## config.mk

```make
export PLATFORM = sky130hd
export DESIGN_NAME = logic_op_arbiter
export DESIGN_NICKNAME = d
export VERILOG_FILES = /design/src/rtl/logic_pkg.sv /design/src/rtl/logic_unit32.sv /design/src/rtl/logic_op_arbiter.sv
export SDC_FILE = /design/constraint.sdc
export NUM_CORES = 1
export LEC_CHECK = 0
export BUFFER_PORTS_ARGS = -buffer_cell sky130_fd_sc_hd__buf_2
export CAP_MARGIN = 20
export CELL_PAD_IN_SITES_DETAIL_PLACEMENT = 2
export CELL_PAD_IN_SITES_GLOBAL_PLACEMENT = 2
export CORE_UTILIZATION = 33
export CTS_CLUSTER_DIAMETER = 30
export CTS_CLUSTER_SIZE = 10
export DETAILED_ROUTE_END_ITERATION = 8
export GPL_ROUTABILITY_DRIVEN = 0
export HOLD_SLACK_MARGIN = 0.12
export PLACE_DENSITY_LB_ADDON = 0.1
export SLEW_MARGIN = 20
export SYNTH_ARGS = -nofsm -noshare
export SYNTH_HDL_FRONTEND = slang
export SYNTH_HIERARCHICAL = 1
export SYNTH_SLANG_ARGS = --single-unit
```

## constraint.sdc

```tcl
create_clock -name clk -period 2.1 [get_ports clk]
set_input_delay 0.105 -clock clk [delete_from_list [all_inputs] [get_ports clk]]
set_output_delay 0.105 -clock clk [all_outputs]
set_load 0.005 [all_outputs]
```

## src/rtl/logic_pkg.sv

```systemverilog
// Shared definitions for the logic-op arbiter: op encodings, data width and FSM states.
package logic_pkg;

    localparam int unsigned WIDTH = 32;

    localparam logic [1:0] OP_AND = 2'b00;
    localparam logic [1:0] OP_OR  = 2'b01;
    localparam logic [1:0] OP_XOR = 2'b10;
    localparam logic [1:0] OP_NOR = 2'b11;

    typedef enum logic [1:0] {
        ST_IDLE = 2'b00,
        ST_EXEC = 2'b01,
        ST_RESP = 2'b10
    } state_t;

endpackage

```

## src/rtl/logic_unit32.sv

```systemverilog
// Shared combinational bitwise logic unit: y = f(op, a, b), no carries or flags.
module logic_unit32
    import logic_pkg::*;
#(
    parameter int unsigned WIDTH = 32
) (
    input  logic [1:0]       op,
    input  logic [WIDTH-1:0] a,
    input  logic [WIDTH-1:0] b,
    output logic [WIDTH-1:0] y
);

    always_comb begin
        y = '0;
        case (op)
            OP_AND:  y = a & b;
            OP_OR:   y = a | b;
            OP_XOR:  y = a ^ b;
            OP_NOR:  y = ~(a | b);
            default: y = '0;
        endcase
    end

endmodule

```

## src/rtl/logic_op_arbiter.sv

```systemverilog
// Round-robin arbiter sharing one logic_unit32 between two valid/ready requesters.
module logic_op_arbiter
    import logic_pkg::*;
#(
    parameter int unsigned WIDTH = 32
) (
    input  logic             clk,
    input  logic             rst_n,

    input  logic             r0_req_valid,
    output logic             r0_req_ready,
    input  logic [1:0]       r0_op,
    input  logic [WIDTH-1:0] r0_a,
    input  logic [WIDTH-1:0] r0_b,
    output logic             r0_resp_valid,
    input  logic             r0_resp_ready,

    input  logic             r1_req_valid,
    output logic             r1_req_ready,
    input  logic [1:0]       r1_op,
    input  logic [WIDTH-1:0] r1_a,
    input  logic [WIDTH-1:0] r1_b,
    output logic             r1_resp_valid,
    input  logic             r1_resp_ready,

    output logic [WIDTH-1:0] resp_data,
    output logic             busy
);

    state_t           state;
    logic             last_grant;
    logic             grant_q;
    logic [1:0]       op_q;
    logic [WIDTH-1:0] a_q;
    logic [WIDTH-1:0] b_q;
    logic [WIDTH-1:0] unit_y;

    logic             any_req_c;
    logic             grant_c;
    logic [1:0]       sel_op_c;
    logic [WIDTH-1:0] sel_a_c;
    logic [WIDTH-1:0] sel_b_c;
    logic             owner_resp_ready_c;

    // Grant selection: on a tie the requester that did not win last time goes next.
    always_comb begin
        any_req_c = r0_req_valid | r1_req_valid;
        grant_c   = 1'b0;
        if (r0_req_valid && r1_req_valid) begin
            grant_c = ~last_grant;
        end else begin
            grant_c = ~r0_req_valid;
        end

        r0_req_ready = (state == ST_IDLE) && any_req_c && !grant_c;
        r1_req_ready = (state == ST_IDLE) && any_req_c &&  grant_c;

        sel_op_c = grant_c ? r1_op : r0_op;
        sel_a_c  = grant_c ? r1_a  : r0_a;
        sel_b_c  = grant_c ? r1_b  : r0_b;

        owner_resp_ready_c = grant_q ? r1_resp_ready : r0_resp_ready;
    end

    logic_unit32 #(
        .WIDTH (WIDTH)
    ) u_logic_unit (
        .op (op_q),
        .a  (a_q),
        .b  (b_q),
        .y  (unit_y)
    );

    // FSM plus capture, result and handshake registers.
    always_ff @(posedge clk) begin
        if (!rst_n) begin
            state         <= ST_IDLE;
            last_grant    <= 1'b1;
            grant_q       <= 1'b0;
            op_q          <= 2'b00;
            a_q           <= '0;
            b_q           <= '0;
            resp_data     <= '0;
            r0_resp_valid <= 1'b0;
            r1_resp_valid <= 1'b0;
            busy          <= 1'b0;
        end else begin
            case (state)
                ST_IDLE: begin
                    if (any_req_c) begin
                        grant_q <= grant_c;
                        op_q    <= sel_op_c;
                        a_q     <= sel_a_c;
                        b_q     <= sel_b_c;
                        busy    <= 1'b1;
                        state   <= ST_EXEC;
                    end
                end
                ST_EXEC: begin
                    resp_data     <= unit_y;
                    r0_resp_valid <= !grant_q;
                    r1_resp_valid <=  grant_q;
                    state         <= ST_RESP;
                end
                ST_RESP: begin
                    // Only the owning requester's resp_ready completes the op.
                    if (owner_resp_ready_c) begin
                        last_grant    <= grant_q;
                        r0_resp_valid <= 1'b0;
                        r1_resp_valid <= 1'b0;
                        busy          <= 1'b0;
                        state         <= ST_IDLE;
                    end
                end
                default: begin
                    r0_resp_valid <= 1'b0;
                    r1_resp_valid <= 1'b0;
                    busy          <= 1'b0;
                    state         <= ST_IDLE;
                end
            endcase
        end
    end

endmodule

```

==> results.py, run 1 <==
metrics = {
    "detailed_routing": {
        "viasPerCell": 5.279,
        "drc_errors": 0,
        "dr.pass1.iters": 4,
        "antenna_left": 0,
        "wire_per_inst_um": 21.45,
        "drtIter0Drc": 266,
        "wl_mm": 28.76,
        "via_count": 7079,
    },
    "timing": {
        "fin_skew_ps": 11.24,
        "maxSlewViolCount": 0,
        "period_minus_slack_ps": 2080,
        "fin_setup_tns_ps": 0,
        "hold-worst-slack_ps": 145.4,
        "final_hold_viol_count": 0,
        "relSlewSlack_pct": 56.12,
        "max_freq_mhz": 480.7,
        "setup-violations-final": 0,
        "tightest_slew_ps": 656.7,
        "post-route-period-util_pct": 99.05,
    },
    "power_and_ir_drop": {
        "power_density_nw_per_um2": 639.5,
        "cellLeakagePower_uw": 0.003976,
        "p_total_uw": 5982,
        "vdd.ir_drop.worst_uv": 381.9,
    },
    "critical_path": {
        "crit_path_end_kind": "flip-flop",
        "r2r_start": "state[0]",
        "cp-start-kind": "flip-flop",
        "cp_max_fo": 29,
        "critPathKind": "flip-flop to flip-flop",
        "reg2reg_slack_ps": 20,
        "reg2reg_depth": 6,
        "critPathArrivalTime_ps": 2390,
        "worstPathRequired_ps": 2410,
        "r2r-end": "b_q[28]",
    },
    "clock_tree": {
        "cts_tree": "done",
        "path_clk_slew_ps": 80,
        "cts_buffers": 9,
        "root_buffer": "clkbuf_16",
        "clock-sinks": 105,
        "clock_latency_ps": 360,
        "clockBufferDepth": 2,
        "htree_levels": 3,
    },
    "layout": {
        "area_growth_pct": 42.48,
        "drive_above_1_share_pct": 21.42,
        "final_nets": 1273,
        "multiInputGateArea_um2": 3774,
        "fill_cells": 2112,
        "instances_no_fill": 1341,
        "regArea_um2": 2110,
        "fin_area_um2": 9354,
    },
    "global_route": {
        "grt_usage_pct": 27.36,
        "grt_pass1_vias": 7833,
        "antenna_found_initial": 2,
        "grt_pass1_wl_mm": 42.77,
        "grt_remaining_overflow": 0,
        "grt_max_degree": 102,
    },
    "logic_synthesis": {
        "yosys_warnings": 6,
        "ys_seq_area_share_pct": 32.02,
        "yosysTopAreaCellShare_pct": 32.02,
        "synth_area_leaders": "dfxtp_1 (32%), ha_1 (12%), nand3_1 (10%)",
        "ys_seq_elements": 105,
        "synth_edf_count": 0,
        "synthesis.area_um2": 6565,
        "synth_top_area_cell": "dfxtp_1",
        "async_reset_ff_share_pct": 0,
        "syn_inst": 798,
        "synth_fp_nets": 1000,
        "synth_cell_type_count": 35,
        "avgSynthCellArea_um2": 8.227,
        "ys.flop_type": "dfxtp_1",
    },
    "worst_hold_path": {
        "hold_path_class": "primary input to flip-flop",
        "min_from": "r1_resp_ready",
        "holdPathEnd": "last_grant",
        "holdPathStages": 3,
    },
    "run_status": {
        "status": "finished, final reports clean",
    },
    "floorplan": {
        "die_area_um2": 20460,
        "ioPinCount": 175,
        "initial_core_util_pct": 33.73,
        "rows": 51,
        "die_h_um": 143.0,
        "core_area_um2": 19460,
        "die_w_um": 143.0,
    },
    "flow_run": {
        "drv_cap": 0,
    },
    "place": {
        "dpl.hpwl_mm": 15.70,
        "io_buffers": 174,
        "placedCellCount": 1183,
        "dpl_cell_area_um2": 7627,
    },
}
per-stage QoR:
step | worst slack (ps) | util, %
6_report | 19.90 | 48.06
5_1_grt | -66.92 | 48.06
4_1_cts | 18.91 | 47.54
3_5_place_dp | 407.3 | 39.19
3_3_place_gp | 481.2 | 39.19
2_1_floorplan | 833.3 | -
critical path, stage by stage, from the launching register on:
cell,delay [ps]
dfxtp_2,420
nor3b_4,320
buf_4,190
buf_6,280
nand3_1,130
a31oi_1,140
dlygate4sd3_1,560
timing repair:
item | in CTS | in global routing
buffers inserted | 0 | 7
hold endpoints to repair | 70 | 0
setup endpoints to repair | 0 | 32
gates resized for setup | 0 | 3
hold buffers | 133 | 0
routing by layer:
metal / GRT usage, % / part of all wire (%)
met3: 3.253 / 3.7
met5: 0 / 0
met1: 31.45 / 41
met4: 8.885 / 2.3
met2: 51.89 / 53
worst max-delay path by stage:
stage,endpoint,cells after the start,slack (ps),from
after floorplan,a_q[26],6,830,state[0]
after global placement,busy,4,480,state[0]
after detailed placement,busy,4,410,state[0]
after CTS,a_q[6],5,20,state[0]
after global routing,b_q[28],6,-70,state[0]
final,b_q[28],6,20,state[0]
flip-flops by register name, indices dropped and copies added, names as in the netlist:
register	count
a_q	32
b_q	32
busy	1
grant_q	1
last_grant	1
op_q	2
r0_resp_valid	1
r1_resp_valid	1
resp_data	32
state	2
layout make-up:
| type | instances | share of cell area, % |
|---|---|---|
| multi-input combinational | 551 | 40.34 |
| clock inverter | 3 | 0.4280 |
| tap | 265 | 3.545 |
| antenna | 2 | 0.05350 |
| timing repair buffer | 336 | 27.62 |
| clock buffer | 11 | 2.715 |
| inverter | 68 | 2.742 |
| sequential | 105 | 22.55 |
layout by cell type, fill, tap and decap left out, drive strengths merged:
| cell type | Yosys | routed |
|---|---|---|
| buf | 49 | 201 |
| dlygate4sd3 | 0 | 133 |
| nand3 | 132 | 132 |
| dfxtp | 105 | 105 |
| o21ai | 69 | 69 |
| inv | 68 | 67 |
| a31oi | 67 | 67 |
| nand2 | 65 | 65 |
| mux2i | 65 | 65 |
| ha | 64 | 64 |
| a21oi | 35 | 35 |
| xor2 | 32 | 32 |
| clkbuf | 25 | 13 |
| nor2 | 4 | 4 |
| nand2b | 4 | 4 |
| clkinv | 0 | 3 |
| nor3b | 3 | 3 |
| diode | 0 | 2 |
| o21a | 2 | 2 |
| and3 | 1 | 1 |
| a21boi | 1 | 1 |
| nor2b | 1 | 1 |
| or2 | 1 | 1 |
| nor3 | 1 | 1 |
| mux2 | 1 | 1 |
| o32a | 1 | 1 |
| o211a | 1 | 1 |
| nand3b | 1 | 1 |
| bufinv | 0 | 1 |
cell usage after synthesis (6+ instances only):
library cell	count
mux2i_1	65
nand2_1	65
clkbuf_1	23
buf_6	6
xor2_1	32
inv_1	68
a31oi_1	67
o21ai_1	68
a21oi_1	35
buf_2	26
buf_4	6
ha_1	64
nand3_1	132
dfxtp_1	105
power breakdown:
part           switching, uW  leakage [uW]  internal (uW)
sequential               170      0.000861           2150
clock                    810      0.000146            984
combinational           1000       0.00297            861
logic make-up (layout without fill, tap and decap cells):
kind of cell             after synthesis  count (layout)  share of synthesized area, %
AND/OR/NAND/NOR                      213             213                         15.36
buffers and inverters                142             418                         11.05
AO/OA/AOI/OAI                        176             176                         15.02
adder cells (fa/ha/maj)               64              64                         12.20
XOR/XNOR                              32              32                         4.269
flip-flops                           105             105                         32.02
other                                  0               2                             0
multiplexers                          66              66                         10.08
(Power assumes the default switching activity.)
==> run 2: changes to the inputs <==
--- a/config.mk
+++ b/config.mk
@@ -5,11 +5,12 @@
 export SDC_FILE = /design/constraint.sdc
 export NUM_CORES = 1
 export LEC_CHECK = 0
+export ABC_AREA = 1
 export BUFFER_PORTS_ARGS = -buffer_cell sky130_fd_sc_hd__buf_2
 export CAP_MARGIN = 20
 export CELL_PAD_IN_SITES_DETAIL_PLACEMENT = 2
 export CELL_PAD_IN_SITES_GLOBAL_PLACEMENT = 2
-export CORE_UTILIZATION = 33
+export CORE_UTILIZATION = 31
 export CTS_CLUSTER_DIAMETER = 30
 export CTS_CLUSTER_SIZE = 10
 export DETAILED_ROUTE_END_ITERATION = 8
==> run 2 against run 1 <==
Routed wire length decreased by 1.5%. Combinational power rose by 5%. The flow now finishes with violations (DRC). Sequential share of layout area is 0.34 points higher. Worst setup slack improved by 89 ps. Largest cell class unchanged. Synthesized cell count rose by 30%. Final cell count rose by 15%. Critical endpoint is now a_q[9]. Clock skew fell by 2.9 ps. Maximum frequency grew 4.5%. Utilization decreased by 6.2 points. Global-route usage is 3.2 points lower. Highest routed layer unchanged. Flip-flop and latch count is the same. Synthesized area grew 6.5%.
==> results.py, run 2 <==
metrics = {
    "logic_synthesis": {
        "ys.flop_type": "dfxtp_1",
        "synth_fp_nets": 1243,
        "ys_top_cells_by_count": "nand2_1 (212), nand3_1 (188), inv_1 (167)",
        "synth_area_leaders": "dfxtp_1 (30%), nand3_1 (13%), ha_1 (11%)",
        "synth_top_area_cell": "dfxtp_1",
        "avgSynthCellArea_um2": 6.718,
        "synth_edf_count": 0,
        "synthesis.area_um2": 6993,
        "ys_seq_area_share_pct": 30.06,
        "syn_inst": 1041,
        "async_reset_ff_share_pct": 0,
        "synth_cell_type_count": 22,
        "yosys_warnings": 6,
        "yosysTopAreaCellShare_pct": 30.06,
        "ys_seq_elements": 105,
        "synth.most_common_cell": "nand2_1",
    },
    "worst_hold_path": {
        "min_from": "r0_b[7]",
        "hold_path_class": "primary input to flip-flop",
        "holdPathEnd": "b_q[7]",
        "holdPathStages": 5,
    },
    "place": {
        "dpl.hpwl_mm": 17.76,
        "dp_slack_ps": 346.6,
        "placedCellCount": 1436,
        "io_buffers": 174,
        "dpl_cell_area_um2": 7995,
    },
    "clock_tree": {
        "cts_buffers": 9,
        "path_clk_slew_ps": 70,
        "htree_levels": 3,
        "clock-sinks": 105,
        "root_buffer": "clkbuf_16",
        "clock_latency_ps": 360,
        "cts_tree": "done",
        "clockBufferDepth": 2,
    },
    "critical_path": {
        "critPathKind": "flip-flop to flip-flop",
        "critPathTopFamily": "buffers and inverters",
        "crit_path_frequent_cell": "inv_1",
        "r2r-end": "a_q[9]",
        "path_cells": "inv_1 > nand2_2 > buf_12 > nand4_1 > nand3_1 > dlygate4sd3_1 > nand2_1 > inv_1",
        "cp-start-kind": "flip-flop",
        "crit_slowest_cell": "dlygate4sd3_1",
        "reg2reg_depth": 8,
        "cpPeakStageDelay_ps": 590,
        "cp-startpoint": "last_grant",
        "crit_path_end_kind": "flip-flop",
        "cp_max_fo": 66,
        "path_depth": 8,
        "worstPathRequired_ps": 2400,
        "r2r_start": "last_grant",
        "reg2reg_slack_ps": 110,
        "critPathArrivalTime_ps": 2300,
        "cp.buffers_inverters": 4,
    },
    "layout": {
        "utilization_pct": 41.89,
        "fill_cells": 2652,
        "final_cell_mix": "nand2_1 (212), nand3_1 (188), buf_2 (173), inv_1 (167), dfxtp_1 (102)",
        "area_growth_pct": 31.53,
        "layout_commonest_cell": "nand2_1",
        "drive_above_1_share_pct": 18.85,
        "fin_area_um2": 9198,
        "final_nets": 1456,
        "instances_no_fill": 1538,
        "reg_top3": "a_q: 32 flops, b_q: 32 flops, resp_data: 32 flops",
    },
    "global_route": {
        "grt_max_degree": 67,
        "grt_pass1_vias": 8642,
        "antenna_found_initial": 1,
        "grt_remaining_overflow": 0,
        "grt_pass1_wl_mm": 44.93,
        "grt_usage_pct": 24.13,
    },
    "floorplan": {
        "ioPinCount": 175,
        "die_h_um": 152.2,
        "rows": 54,
        "initial_core_util_pct": 31.85,
        "die_area_um2": 23160,
        "core_area_um2": 21960,
        "die_w_um": 152.2,
    },
    "timing": {
        "setup_ws_ps": 109.1,
        "maxSlewViolCount": 0,
        "period_minus_slack_ps": 1991,
        "final_hold_viol_count": 0,
        "max_freq_mhz": 502.3,
        "fin_skew_ps": 8.343,
        "tightest_slew_ps": 995.8,
        "relSlewSlack_pct": 33.46,
        "rsz0062_at_grt": "false",
        "fin_setup_tns_ps": 0,
        "post-route-period-util_pct": 94.81,
        "setup-violations-final": 0,
    },
    "detailed_routing": {
        "drtIter0Drc": 272,
        "via_count": 7885,
        "viasPerCell": 5.127,
        "wl_mm": 28.32,
        "drc_errors": 12,
        "dr.pass1.iters": 7,
        "wire_per_inst_um": 18.41,
        "antenna_left": 0,
    },
    "run_status": {
        "status": "finished, violations left",
        "failed_checks": "DRC",
    },
    "flow_run": {
        "drv_cap": 0,
    },
    "power_and_ir_drop": {
        "vdd.ir_drop.worst_uv": 363.8,
        "cellLeakagePower_uw": 0.004867,
        "power_density_nw_per_um2": 666.6,
    },
}
run 2: worst min-delay path, cell delays in order:
cell and delay (ps):
buf_2 80, nand4_1 80, nand3_1 90, nand2_1 50
inv_1 40
run 2: what timing repair did:
| item | CTS | global route |
|---|---|---|
| setup buffers | 0 | 1 |
| hold buffers | 84 | 0 |
| setup endpoints to repair | 0 | 9 |
| hold endpoints to repair | 60 | 0 |
| resized for setup | 0 | 3 |
run 2: layer usage:
metal,vias to the layer above,global-route usage [%],share of wire (%)
met4,0,6.948,1.7
met5,-,0,0
met3,31,3.185,2.7
met1,3917,29.26,45
met2,151,44.20,50
li1,3786,-,-
run 2: kinds of logic (layout without fill, tap and decap cells):
kind of cell | after synthesis | count (layout) | synth area share (%)
and+or+nand+nor | 582 | 582 | 39.54
buffers and inverters | 251 | 466 | 15.96
DFF | 105 | 105 | 30.06
adders and majority gates | 64 | 64 | 11.45
AOI/OAI and AO/OA | 39 | 40 | 2.988
other | 0 | 1 | 0
run 2: per-stage QoR:
stage / hold slack (ps) / power (uW)
6_report: 109.3 / 6131
3_3_place_gp: 417.6 / 4076
3_5_place_dp: 429.7 / 4150
5_1_grt: 144.0 / 6514
4_1_cts: 120.1 / 6134
2_1_floorplan: 314.0 / 3514
run 2: worst max-delay path by stage:
stage / slack (ps) / to
after floorplan: 910 / a_q[10]
after global placement: 390 / resp_data[4]
after detailed placement: 350 / resp_data[4]
after CTS: 20 / b_q[29]
after global routing: 20 / b_q[9]
final: 110 / a_q[9]
run 2: final cells by class:
type	count	area (um^2)	share of cell area (%)
multi-input combinational	686	3797	41.29
inverter	171	641.9	6.979
clock buffer	12	266.5	2.898
sequential	105	2106	22.89
timing repair buffer	281	1996	21.70
antenna	1	2.502	0.02721
clock inverter	2	37.54	0.4081
tap	280	350.3	3.809
run 2: report_power, final:
group          leakage, uW  internal (uW)  switching [uW]
Sequential        0.000867           2200             178
Combinational      0.00385            789            1160
Clock             0.000147           1010             794
Total              0.00487           4000            2130
